--- config.mk ---
export PLATFORM = sky130hd
export DESIGN_NAME = bp_nonsynth_txn_fifo
export DESIGN_NICKNAME = d
export VERILOG_FILES = /design/src/rtl/bp_nonsynth_txn_fifo.sv
export SDC_FILE = /design/constraint.sdc
export NUM_CORES = 1
export LEC_CHECK = 0
export BUFFER_PORTS_ARGS = -buffer_cell sky130_fd_sc_hd__buf_2
export CAP_MARGIN = 20
export CORE_MARGIN = 5
export CORE_UTILIZATION = 25
export CTS_CLUSTER_DIAMETER = 200
export CTS_CLUSTER_SIZE = 28
export DETAILED_ROUTE_END_ITERATION = 10
export GPL_TIMING_DRIVEN = 0
export SLEW_MARGIN = 20
export SYNTH_ARGS = -nofsm -noshare
export SYNTH_HDL_FRONTEND = slang
export SYNTH_SLANG_ARGS = --single-unit
--- constraint.sdc ---
create_clock -name clk_i -period 6.35 [get_ports clk_i]
set_input_delay 0.9525 -clock clk_i [delete_from_list [all_inputs] [get_ports clk_i]]
set_output_delay 0.9525 -clock clk_i [all_outputs]
set_load 0.01 [all_outputs]
--- src/rtl/bp_nonsynth_txn_fifo.sv ---
// bp_nonsynth_txn_fifo: in-order record of outstanding command headers
module bp_nonsynth_txn_fifo #(
    parameter int width_p = 44,
    parameter int els_p   = 8
) (
    input  logic               clk_i,
    input  logic               reset_n_i,
    input  logic               enq_i,
    input  logic [width_p-1:0] data_i,
    input  logic               deq_i,
    output logic [width_p-1:0] data_o,
    output logic               full_o,
    output logic               empty_o
);

    localparam int pw_lp = $clog2(els_p);
    localparam int cw_lp = $clog2(els_p + 1);

    logic [width_p-1:0] mem [els_p];
    logic [pw_lp-1:0]   wptr, rptr;
    logic [cw_lp-1:0]   cnt;

    // storage needs no reset; validity is tracked by the pointers
    always_ff @(posedge clk_i)
        if (enq_i) mem[wptr] <= data_i;

    // pointers wrap naturally; count distinguishes full from empty
    always_ff @(posedge clk_i or negedge reset_n_i)
        if (!reset_n_i) begin
            wptr <= '0;
            rptr <= '0;
            cnt  <= '0;
        end else begin
            wptr <= wptr + pw_lp'(enq_i);
            rptr <= rptr + pw_lp'(deq_i);
            cnt  <= cnt + cw_lp'(enq_i) - cw_lp'(deq_i);
        end

    assign data_o  = mem[rptr];
    assign full_o  = cnt == cw_lp'(els_p);
    assign empty_o = cnt == '0;

endmodule

* After elaboration in Yosys (flattened, before gate mapping)
Memory sizes are Yosys's and may differ from the RTL's.
Index checks and enable logic that the tools add are counted.
** Cells by class
- $add $sub $neg :: 4
- Equality and inequality tests :: 1
- Mux-type cells :: 2
- Reduce and logical (&&, ||, !) cells :: 1
** Operators by type and width (count)
- $add A3 B1 Y3 :: 2
- $add A4 B1 Y4 :: 1
- $eq A4 B4 Y1 const B :: 1
- $logic_not A4 Y1 :: 1
- $sub A4 B1 Y4 :: 1
- $mux W1 :: 2
** Word-level totals
- Register bits :: 10
- RAM bits :: 352
- Bits of input ports :: 48
- Logic and storage cells :: 12
- Memories :: 1
** Memory list
- mem :: depth 8, width 44, rd ports 1, clocked after Yosys merged registers in 0, write ports 1, RTL line 19 : logic [width_p-1:0] mem [els_p];

* Longest topological paths before layout
- Word-level depth :: 2
- Mapped depth :: 7
- Mapped depth without buffers :: 7

* Least setup slack after synthesis
OpenSTA, ideal clock, no wires.
- Kind :: input port to flip-flop
- From :: input port enq_i
- To :: memory mem[0][0] (enable)
- Data arrival time :: 4.057 ns
- Required time :: 5.850 ns
- Slack :: 1.793 ns
- Stages :: 2
- Path buffers :: 0
- Cell sequence :: nand2b_1 nor3_1
** Between the ends
- Longest elaborated chain between the ends :: 2
** Ends and longest elaborated chain
- start: declaration :: RTL line 8 : input logic enq_i,
- $mux W1 :: RTL line 25 : if (enq_i) mem[wptr] <= data_i;
- $mux W1 (implied by the code) :: RTL line 25
- end: declaration :: RTL line 19
No other way between the ends.

* Worst setup path in the final report
- From :: register rptr[2]
- To :: output port data_o[29]
** Between the ends
- Longest elaborated chain between the ends :: 1
** Ends and longest elaborated chain
- start: declaration :: RTL line 20 : logic [pw_lp-1:0] wptr, rptr;
- start signal: assignment :: RTL line 35 : rptr <= rptr + pw_lp'(deq_i);
- $mem_v2 Z8 W44
- end: declaration :: RTL line 11 : output logic [width_p-1:0] data_o,
No other way between the ends.

==> flow_metrics.py <==
metrics = {
    "global_routing": {
        "grt_pass1_wl_um": 43860,
        "first_global_vias": 6403,
        "grt_max_degree": 30,
        "grtUsageTotal_pct": 9.725,
        "grt-ovfl-total": 0,
        "antenna_found_initial": 5,
    },
    "sta": {
        "setup_viol": 0,
        "maxSlewViolCount": 0,
        "slew_headroom_pct": 36.28,
        "fin_crit_ns": 3.582,
        "period_share_pct": 56.40,
        "skew_ns": 0.02063,
        "tightest_slew_ns": 0.9558,
        "rsz0062_at_grt": "no",
        "hold_slack_ns": 0.2755,
        "tns_ns": 0,
        "hold_violations": 0,
        "max_freq_mhz": 279.2,
    },
    "drt": {
        "wl_per_cell_um": 21.06,
        "firstDrtPassIters": 4,
        "drtAntennaViolNets": 0,
        "wl_um": 29680,
        "vias_per_cell": 4.283,
        "drt_iter0_drc": 443,
        "vias": 6035,
        "drc": 0,
    },
    "min_path": {
        "hold_path.class": "in -> async",
    },
    "synth": {
        "syn_inst": 557,
        "ys_top_cells_by_area": "edfxtp_1 77%, mux4_2 14%, mux2_2 2.4%",
        "synthesis.nets": 616,
        "ys_warn_count": 0,
        "syn_area_um2": 13800,
        "synth_largest_area_cell": "edfxtp_1",
        "synthDistinctLibCells": 20,
        "syn_area_per_cell_um2": 24.77,
        "synth_top_area_share_pct": 76.60,
        "yosysSeqAreaShare_pct": 78.41,
        "ys_ff_latch": 362,
    },
    "floorplan": {
        "die_area_um2": 60000,
        "initial_core_util_pct": 25.15,
        "die_x_um": 244.9,
        "fp.dieH_um": 244.9,
        "rows": 86,
        "io_pins": 94,
        "core_area_um2": 54880,
    },
    "flow_run": {
        "cap_violations": 0,
    },
    "clock_network": {
        "cts_buffer_depth": 3,
        "cts_tree": "done",
        "h-tree-depth": 1,
        "clkSinkCount": 362,
        "post_cts_buffers": 0,
        "ctsResizeCount": 0,
        "cts_root_buf": "clkbuf_16",
        "clk_pin_slew_ns": 0.12,
        "clk_latency_ns": 0.52,
        "holdBufCountCts": 0,
        "numCtsBuffers": 16,
    },
    "worst_setup_path": {
        "r2r_setup_slack_ns": 4.23,
        "path_delay_family": "buffers and inverters",
        "worstPathBufferInverterCount": 4,
        "crit_top_cell": "buf_2",
        "critPathKind": "reg -> out",
        "worst_ep_required_time_ns": 5.40,
        "worstSetupEndpointType": "primary output",
        "crit_chain": "buf_2 > buf_2 > buf_2 > mux4_2 > mux2_2 > buf_2",
        "reg2reg_depth": 5,
        "cp_data_arrival_time_ns": 2.63,
        "r2r-start": "wptr[2]",
        "crit_path_start_kind": "flop",
        "r2r_end": "mem[1][19]",
        "slowest_delay_ns": 0.38,
        "cp_max_fo": 10,
        "slowest_stage": "buf_2",
    },
    "finish": {
        "design_area_um2": 16180,
        "layout-drive-gt1-share_pct": 41.96,
        "syn_to_final_growth_pct": 17.26,
        "num-fill-cells": 5323,
        "multi_input_area_um2": 2849,
        "mostFrequentLayoutCells": "352 x edfxtp_1, 103 x buf_2, 88 x mux4_2",
        "seqCellArea_um2": 10820,
        "final_nets": 757,
        "layout_commonest_cell": "edfxtp_1",
    },
    "placement": {
        "place_congestion": 0.6585,
        "place_area_um2": 15720,
        "port_buffers": 93,
        "dp_hpwl_um": 20180,
    },
    "pwr": {
        "p_per_area_nw_per_um2": 422.3,
        "leakage_uw": 0.005211,
        "peakVddDrop_v": 0.0001419,
    },
    "run_status": {
        "outcome": "finished, final reports clean",
    },
}
layer usage:
metal	routed length [um]	vias up	GRT usage, %
met5	34	-	0
met4	379	6	1.848
met3	1325	26	1.797
met2	14340	103	15.86
met1	13600	3281	13.83
li1	-	2619	-
worst register-to-register path, delay by kind of cell (launching register included):
family                 cells  cell delay [ns]
flip-flops                 1             0.47
AND/OR/NAND/NOR            2             0.80
buffers and inverters      3             0.56
area by class of cell:
cell class | count | share of cell area, %
sequential | 362 | 66.87
multi-input combinational | 164 | 17.61
timing repair buffer | 123 | 6.077
tap | 704 | 5.443
clock buffer | 23 | 2.830
buffer | 25 | 1.005
inverter | 6 | 0.1392
antenna | 2 | 0.03093
cells by family after synthesis:
group / after synthesis / share of synthesized area [%]
flip-flops: 362 / 78.41
adder cells (fa/ha/maj): 11 / 1.052
AND/OR/NAND/NOR: 15 / 0.5168
XOR/XNOR: 4 / 0.2539
buffers and inverters: 31 / 1.342
multiplexers: 132 / 18.33
AO/OA/AOI/OAI: 2 / 0.09066
per-stage QoR:
stage	power [uW]	setup WS, ns	std cells	util, %
floorplan	4744	1.793	557	-
global placement	5642	-2.089	1354	27.60
detailed placement	5797	3.207	1384	28.64
CTS	7008	2.612	1407	29.48
global route	7237	2.576	1407	29.48
finish	6834	2.768	1409	29.49
synth_stat cells:
cell,number
mux2_4,14
a21o_1,1
fa_1,1
clkbuf_1,11
mux2_2,30
nor2_1,6
mux4_2,88
dfrtp_1,10
buf_2,10
buf_6,1
a21oi_1,1
and3_1,2
inv_1,6
nand2b_1,3
edfxtp_1,352
buf_12,3
ha_1,10
nor3_1,2
nand2_1,2
xor2_1,4
worst max-delay path by stage:
stage / start / endpoint / slack [ns] / cells after the start
after floorplan: enq_i / mem[0][0] / 1.79 / 2
after global placement: enq_i / mem[0][18] / -2.09 / 3
after detailed placement: rptr[2] / data_o[29] / 3.21 / 6
after CTS: rptr[2] / data_o[29] / 2.61 / 6
after global routing: rptr[2] / data_o[29] / 2.58 / 6
final: rptr[2] / data_o[29] / 2.77 / 6
report_power, final:
group / internal [uW] / total [uW] / switching [uW]
clock: 509 / 1200 / 696
combinational: 1250 / 2560 / 1310
sequential: 3000 / 3070 / 76.6
state kept, by name, summed over array words and instances, names as in the netlist:
name  flops
mem     352
cnt       4
rptr      3
wptr      3
No activity file was read; power rests on OpenSTA's default activity.
